$ cat config.mk
export PLATFORM = sky130hd
export DESIGN_NAME = ram8
export DESIGN_NICKNAME = d
export VERILOG_FILES = /design/src/rtl/ram8.sv
export SDC_FILE = /design/constraint.sdc
export NUM_CORES = 1
export LEC_CHECK = 0
export CORE_UTILIZATION = 50
export CTS_BUF_LIST = sky130_fd_sc_hd__clkbuf_8
export CTS_CLUSTER_DIAMETER = 120
export DETAILED_ROUTE_END_ITERATION = 10
export GPL_TIMING_DRIVEN = 1
export PLACE_DENSITY = 0.69
export SYNTH_ARGS = -nofsm -noshare
export SYNTH_HDL_FRONTEND = slang
export SYNTH_SLANG_ARGS = --single-unit
$ cat constraint.sdc
create_clock -name CLK -period 5.13 [get_ports CLK]
set_input_delay 0.513 -clock CLK [delete_from_list [all_inputs] [get_ports CLK]]
set_output_delay 0.513 -clock CLK [all_outputs]
set_load 0.02 [all_outputs]
$ cat src/rtl/ram8.sv
// ram8: 8-word x 16-bit register file with combinational read.
// Ports: CLK, RESET (async, active-high), IN[15:0], LOAD, ADDRESS[2:0], OUT[15:0].
module ram8 (
  input  logic        CLK,
  input  logic        RESET,
  input  logic [15:0] IN,
  input  logic        LOAD,
  input  logic [2:0]  ADDRESS,
  output logic [15:0] OUT
);

  logic [7:0]  w_we;
  logic [15:0] r_word [8];
  logic [15:0] w_rd;

  // One-hot demux of LOAD; all zero when LOAD is low.
  always_comb begin
    w_we = '0;
    if (LOAD) begin
      unique case (ADDRESS)
        3'd0: w_we = 8'b0000_0001;
        3'd1: w_we = 8'b0000_0010;
        3'd2: w_we = 8'b0000_0100;
        3'd3: w_we = 8'b0000_1000;
        3'd4: w_we = 8'b0001_0000;
        3'd5: w_we = 8'b0010_0000;
        3'd6: w_we = 8'b0100_0000;
        3'd7: w_we = 8'b1000_0000;
        default: w_we = '0;
      endcase
    end
  end

  // Each word is 16 enabled D cells; reset clears without a clock.
  for (genvar k = 0; k < 8; k++) begin : g_word
    always_ff @(posedge CLK or posedge RESET) begin
      if (RESET) begin
        r_word[k] <= '0;
      end else if (w_we[k]) begin
        r_word[k] <= IN;
      end
    end
  end

  // Read mux: no bypass, so a write shows only after its edge.
  always_comb begin
    w_rd = '0;
    unique case (ADDRESS)
      3'd0: w_rd = r_word[0];
      3'd1: w_rd = r_word[1];
      3'd2: w_rd = r_word[2];
      3'd3: w_rd = r_word[3];
      3'd4: w_rd = r_word[4];
      3'd5: w_rd = r_word[5];
      3'd6: w_rd = r_word[6];
      3'd7: w_rd = r_word[7];
      default: w_rd = '0;
    endcase
  end

  assign OUT = w_rd;

endmodule

==> results of run 1 <==
==> layout make-up <==
type | count | area [um2]
tap | 147 | 184
fill | 1003 | 5100
sequential | 128 | 3200
clock inverter | 11 | 116
clock buffer | 20 | 275
multi-input combinational | 291 | 2650
inverter | 7 | 28.8
timing repair buffer | 43 | 405
==> path summary, 6_finish.rpt <==
| kind | endpoint | startpoint | slack (ps) | cells past startpoint |
|---|---|---|---|---|
| setup / recovery | OUT[14] | ADDRESS[0] | 1530 | 5 |
| hold / removal | r_word[53] | r_word[53] | 500 | 1 |
| setup reg to reg | r_word[45] | r_word[45] | 4350 | 1 |
| hold reg to reg | r_word[53] | r_word[53] | 500 | 1 |
| max in group asynchronous | r_word[43] | RESET | 3610 | 3 |
| min in group asynchronous | r_word[119] | RESET | 530 | 2 |
==> where the power goes <==
| part | total [mW] | switching (mW) | internal [mW] |
|---|---|---|---|
| combinational | 0.529 | 0.227 | 0.302 |
| sequential | 1.34 | 0.109 | 1.23 |
| clock | 0.848 | 0.385 | 0.463 |
| total | 2.72 | 0.720 | 2.00 |
==> routing by layer <==
metal,vias to the layer above,GRT usage [%]
li1,1764,-
met1,2004,29.6
met2,65,37.8
met3,14,6.80
met4,0,7.11
met5,-,0
==> metrics by stage <==
stage	util, %	hold WS, ps	instances	cell area (um2)
floorplan	-	465	462	6110
global placement	54.1	480	616	6470
detailed placement	54.1	487	616	6470
CTS	57.4	502	647	6870
global route	57.4	509	647	6870
finish	57.4	501	647	6870
==> cell usage after synthesis, types with 7 or more instances <==
cell,instances
mux2_2,130
dfrtp_1,128
a21oi_1,23
nand2b_1,16
nor2_1,14
a22oi_1,12
a31oi_1,11
buf_2,11
nand3b_1,10
nor3b_1,10
clkbuf_1,9
a211o_1,8
buf_6,8
mux2i_1,8
inv_1,7
==> cells by family (layout without fill, tap and decap cells) <==
group / Yosys count / after routing
multiplexers: 139 / 139
AO/OA/AOI/OAI: 72 / 72
buffers and inverters: 43 / 81
flip-flops: 128 / 128
AND/OR/NAND/NOR: 80 / 80
==> critical path, delay by kind of cell <==
family,cells,cell delay (ps)
AOI/OAI and AO/OA,2,430
buffers and inverters,2,1190
and+or+nand+nor,1,950
==> metrics.yaml, run 1 <==
status: "complete, no violations"
nets: 510
cellPowerDensity_mw_per_mm2: 396
routed.top_layer: "met4"
rsz0062_at_grt: "false"
setup_tns_ps: 0
vias_per_cell: 5.95
crit_type: "in -> out"
cts_buffers: 17
cts_tree: "built"
worstPathRequired_ps: 4620
synth_cell_type_count: 36
finalHoldViolations: 0
total_power_mw: 2.72
synth_nets: 484
fmax_ghz: 0.278
grt_pass1_vias: 4057
dp_slack_ps: 1530
first_pass_iters: 4
ios: 38
wl_per_cell_um: 20.3
drv_cap: 0
slowest_stage: "nor2_1"
cts_setup_buffers: 0
synth_area_mm2: 0.00611
drt-total-wl_mm: 13.1
final_common_cell: "mux2_2"
synth-simple-area-share_pct: 9.75
ir_drop_v: 0.000222
start_util_pct: 51.1
endpoint_kind: "primary output"
drive_above_1_share_pct: 35.2
synth-async-reset-ratio_pct: 100
gp_congestion: 0.762
final_cell_mix: "130 x mux2_2, 128 x dfrtp_1, 35 x clkdlybuf4s50_1"
largest_register: "r_word"
fin_ws_ps: 1530
cpPeakStageDelay_ps: 950
met2WireLength_mm: 6.55
synth.mux.area_fraction_pct: 25.5
synth_top_cells_by_area: "dfrtp_1 52%, mux2_2 24%, a21oi_1 1.9%"
min-delay-path-class: "reg -> reg"
post-route-period-util_pct: 70.1
place.port_buffers: 37
cts_resized: 0
ctsHoldBuffers: 0
met1_length_mm: 5.95
track_usage_pct: 23.1
path_clk_slew_ps: 60
startpoint_type: "input pin"
syn_inst: 462
yosys.area.top_type: "dfrtp_1"
max_slew_margin_pct: 20.5
synth-edff-count: 0
routed-wl-met3_um: 518
maxSlewViolCount: 0
die_h_um: 113
gr-total-overflow: 0
cts_buffer_depth: 2
core_mm2: 0.0120
syn_to_final_growth_pct: 12.4
top_regs: "r_word (128)"
diodes: 0
path_max_fanout: 11
p_leak_nw: 2.86
syn_area_per_cell_um2: 13.2
yosys.area.top_type_share_pct: 52.4
synth-xor-area-share_pct: 0
cp_cell_sequence: "clkdlybuf4s50_1 > nor2_1 > a22oi_1 > a31oi_1 > clkdlybuf4s50_1"
fp-row-count: 40
ys_seq_area_share_pct: 52.4
synth_top_family_by_area: "multiplexers"
grt_start_max_net_pins: 57
clk-insertion-delay-late_ps: 440
setup_violations: 0
period_needed_ps: 3600
die_w_um: 113
antenna_found_initial: 0
worstMarginPinSlew_ps: 1190
cp_common_cell: "clkdlybuf4s50_1"
dp_hpwl_mm: 7.78
num_vias: 3847
ys_warn_count: 0
synth_flop_cell: "dfrtp_1"
clock-sinks: 128
ant_nets: 0
clockRootBuffer: "clkbuf_8"
synth_compound_area_share_pct: 8.21
crit_arrival_ps: 3080
synth_fa_ha_area_share_pct: 0
grt_first_pass_wirelength_mm: 21.9
ys_ff_latch: 128
skew_ps: 0
htreeDepth: 4
largest_reg_flops: 128
drc: 0
die_area_mm2: 0.0127
drtIter0Drc: 216
(Power assumes the default switching activity.)
==> inputs of run 2 (changes only) <==
- PLACE_DENSITY: 0.69 -> 0.72
- clock period: 5.13 -> 3.2 ns (I/O delays scaled with it)
==> run 2 against run 1 <==
Register-to-register slack got worse by 1900 ps. Power increased by 67%. Global-route usage increased by 0.28 points. Worst setup slack worse by 1100 ps. Final area increased by 3.5%. Flip-flop and latch count did not move. Critical path depth increased by 1. Final cell count rose by 2.6%. Wire length up 3.0%. Non-clock buffer count is 16 higher. Die area unchanged. Critical path type unchanged. Largest power group unchanged. Highest routed layer unchanged.
==> metrics.yaml, run 2 (synthesis gave the netlist of run 1 again) <==
startpoint_type: "input pin"
ctsHoldBuffers: 0
finalHoldViolations: 0
gp_congestion: 0.775
clkPwrFrac_pct: 33.0
power.internal_mw: 3.31
multi_input_comb_area_mm2: 0.00265
fp-row-count: 40
pwr-share-comb_pct: 19.4
worstPathRequired_ps: 2880
grt_pass1_vias: 4107
clock-sinks: 128
max_slew_margin_pct: 36.8
gr-total-overflow: 0
cts_buffer_depth: 2
crit_type: "in -> out"
wl_per_cell_um: 20.4
worstMarginPinSlew_ps: 946
track_usage_pct: 23.4
skew_ps: 0
p_sw_share_pct: 26.9
vias_per_cell: 5.96
nFillCells: 954
final_cell_mix: "130 x mux2_2, 128 x dfrtp_1, 35 x clkdlybuf4s50_1"
drtIter0Drc: 252
place.port_buffers: 37
die_area_mm2: 0.0127
dp_hpwl_mm: 8.69
grt_start_max_net_pins: 53
nets: 526
setup_violations: 0
path_clk_slew_ps: 80
fmax_ghz: 0.358
crit_arrival_ps: 2480
maxSlewViolCount: 0
cts_resized: 0
min-delay-path-class: "in -> async"
post-route-period-util_pct: 87.4
grt_first_pass_wirelength_mm: 22.1
top_regs: "r_word (128)"
drt-total-wl_mm: 13.5
status: "complete, no violations"
p_sw_mw: 1.22
period_needed_ps: 2800
drc: 0
num_vias: 3956
largest_register: "r_word"
total_power_mw: 4.53
cellPowerDensity_mw_per_mm2: 638
final-seq-area_mm2: 0.00320
ant_nets: 0
antenna_found_initial: 0
p_seq_share_pct: 47.5
core_mm2: 0.0120
path_max_fanout: 37
final_common_cell: "mux2_2"
largest_reg_flops: 128
start_util_pct: 51.1
p_leak_nw: 2.96
clk-insertion-delay-late_ps: 450
die_w_um: 113
drive_above_1_share_pct: 37.9
die_h_um: 113
cts_tree: "built"
rsz0062_at_grt: "false"
htreeDepth: 4
diodes: 0
endpoint_kind: "primary output"
ir_drop_v: 0.000325
fin_hold_ws_ps: 410
clockRootBuffer: "clkbuf_8"
cts_setup_buffers: 0
ios: 38
reg2regPathDepth: 1
setup_tns_ps: 0
syn_to_final_growth_pct: 16.3
first_pass_iters: 4
cts_buffers: 17
drv_cap: 0
## run 2: cell types whose count changed in the layout (fill, tap and decap cells not counted), sizes merged
| cell | previous run | this run |
|---|---|---|
| clkinvlp | 3 | 7 |
| bufinv | 2 | 3 |
| inv | 11 | 7 |
| buf | 8 | 24 |
## run 2: layout make-up
type	count	share of cell area, %
inverter	7	0.423
clock buffer	20	3.88
multi-input combinational	291	37.3
sequential	128	45.1
timing repair buffer	59	8.46
clock inverter	12	2.22
tap	147	2.59
## run 2: routing by layer
layer	vias up	share of wire (%)	global-route usage [%]
li1	1795	-	-
met1	2055	44	30.0
met2	81	50	38.1
met3	25	4.1	5.35
met4	0	2.0	9.96
met5	-	0	0
## run 2: worst paths after layout
| kind | start | slack [ps] | endpoint |
|---|---|---|---|
| max | ADDRESS[0] | 400 | OUT[5] |
| min | RESET | 410 | r_word[46] |
| max reg2reg | r_word[45] | 2410 | r_word[45] |
| min reg2reg | r_word[100] | 510 | r_word[100] |
| max in group asynchronous | RESET | 2030 | r_word[72] |
| min in group CLK | r_word[100] | 510 | r_word[100] |
## run 2: power groups by stage
stage | combinational (mW) | sequential (mW) | clock [mW]
after detailed placement | 0.888 | 2.18 | 0
after global placement | 0.859 | 2.16 | 0
final | 0.879 | 2.15 | 1.50
after global routing | 0.956 | 2.19 | 1.59
after CTS | 0.890 | 2.15 | 1.52
after floorplan | 0.642 | 2.12 | 0
## run 2: worst max-delay path, cell delays in order
cell,delay (ps)
clkdlybuf4s50_1,450
buf_12,200
and3b_1,490
a22oi_1,150
a31oi_1,200
clkdlybuf4s50_1,650
## run 2: metrics by stage
step | area, um2 | setup slack (ps) | util (%) | std cells
2_1_floorplan | 6110 | 1300 | - | 462
3_3_place_gp | 6670 | 463 | 55.8 | 632
3_5_place_dp | 6670 | 420 | 55.8 | 632
4_1_cts | 7100 | 392 | 59.4 | 664
5_1_grt | 7100 | 298 | 59.4 | 664
6_report | 7100 | 404 | 59.4 | 664
==> inputs of run 3 (changes only) <==
- CORE_UTILIZATION: 50 -> 56
- PLACE_DENSITY: 0.72 -> 0.79
==> run 3 against run 2 <==
Fmax up 0.65%. Clock-buffer cell count is 2 lower. Register-to-register slack is essentially flat. Final area shrank 1.1%. Wire length down 1.8%. Die area down 11%. Sequential power is essentially flat. Critical endpoint is now OUT[7]. Largest power group unchanged. Highest routed layer unchanged.
==> metrics.yaml, run 3 (synthesis gave the netlist of run 1 again) <==
core_mm2: 0.0105
ios: 38
cts_resized: 0
setup_violations: 0
placed_cell_area_mm2: 0.00663
gp_congestion: 0.790
startpoint_type: "input pin"
r2r-start: "r_word[45]"
cellPowerDensity_mw_per_mm2: 631
ctsHoldBuffers: 0
p_sw_share_pct: 26.7
post-route-period-util_pct: 86.8
setup_tns_ps: 0
fin_area_mm2: 0.00703
start_util_pct: 58.4
status: "complete, no violations"
largest_register: "r_word"
path_buf_inv: 3
place.port_buffers: 37
cts_tree: "built"
cts_buffer_depth: 2
fp-row-count: 37
die_area_mm2: 0.0113
period_needed_ps: 2780
dp_slack_ps: 438
startpoint: "ADDRESS[0]"
skew_ps: 0
min-delay-path-class: "in -> async"
rsz0062_at_grt: "false"
vias_per_cell: 6.13
p_sw_mw: 1.18
ant_nets: 0
nFillCells: 798
cp_cell_sequence: "clkdlybuf4s50_1 > buf_4 > and3b_1 > a22oi_1 > a31oi_1 > clkdlybuf4s50_1"
diodes: 0
crit_family: "buffers and inverters"
dp_hpwl_mm: 8.31
top_regs: "r_word (128)"
instances_no_fill: 654
drv_cap: 0
fmax_ghz: 0.360
p_leak_nw: 2.96
first_pass_iters: 6
worstMarginPinSlew_ps: 678
p_seq_share_pct: 48.8
max_slew_margin_pct: 54.8
drive_above_1_share_pct: 37.3
drt-total-wl_mm: 13.3
slowest_stage: "clkdlybuf4s50_1"
clk-insertion-delay-late_ps: 440
syn_to_final_growth_pct: 15.0
htreeDepth: 4
clockRootBuffer: "clkbuf_8"
path_clk_slew_ps: 70
clock-sinks: 128
cp_common_cell: "clkdlybuf4s50_1"
power.internal_mw: 3.25
final_common_cell: "mux2_2"
grt_start_max_net_pins: 129
final_cell_mix: "130 x mux2_2, 128 x dfrtp_1, 35 x clkdlybuf4s50_1"
antenna_found_initial: 0
grt_first_pass_wirelength_mm: 22.1
drtIter0Drc: 271
ir_drop_v: 0.000418
worstPathRequired_ps: 2880
cpPeakStageDelay_ps: 640
grt_pass1_vias: 4205
crit_type: "in -> out"
fin_ws_ps: 422
endpoint_kind: "primary output"
clkPwrFrac_pct: 31.5
crit_arrival_ps: 2460
die_h_um: 106
pwr-share-comb_pct: 19.7
path_max_fanout: 19
track_usage_pct: 26.2
nets: 527
maxSlewViolCount: 0
cts_buffers: 17
largest_reg_flops: 128
die_w_um: 106
gr-total-overflow: 0
cts_setup_buffers: 0
finalHoldViolations: 0
num_vias: 4011
dpl.cell_count: 622
wl_per_cell_um: 20.3
drc: 0
## run 3: changes by cell type in the layout (fill, tap and decap cells not counted), sizes merged
cell	delta
clkinvlp	-3
inv	+3
clkbuf	-2
clkinv	+2
buf	+1
## run 3: area by class of cell
| type | instances | area [um2] | share of cell area, % |
|---|---|---|---|
| repair buffers | 60 | 571 | 8.12 |
| flip-flops and latches | 128 | 3200 | 45.6 |
| inverters | 7 | 30.0 | 0.427 |
| well taps | 136 | 170 | 2.42 |
| clock inverters | 14 | 151 | 2.15 |
| multi-input cells | 291 | 2650 | 37.8 |
| clock buffers | 18 | 248 | 3.53 |
## run 3: path summary, 6_finish.rpt
path,to,slack [ps],cells past startpoint
max,OUT[7],420,6
min,r_word[46],410,3
max reg2reg,r_word[45],2420,1
min reg2reg,r_word[57],500,1
max in group asynchronous,r_word[108],2270,3
min in group CLK,r_word[57],500,1
## run 3: power by group through the flow
stage	clock [mW]	sequential [mW]	combinational, mW
floorplan	0	2.12	0.642
global placement	0	2.16	0.843
detailed placement	0	2.19	0.874
CTS	1.42	2.16	0.881
global route	1.49	2.20	0.951
finish	1.40	2.16	0.872
## run 3: metal layers
metal / track usage (%) / wire length (um)
met5: 0 / 0
met2: 43.2 / 6630
met4: 11.2 / 337
met3: 6.25 / 767
met1: 33.2 / 5570
## run 3: stage by stage
stage          hold WS [ps]  util [%]  total power, mW
3_5_place_dp            487      63.3             3.06
3_3_place_gp            481      63.3             3.00
5_1_grt                 484      67.1             4.64
6_report                415      67.1             4.43
4_1_cts                 449      67.1             4.46
2_1_floorplan           452         -             2.76
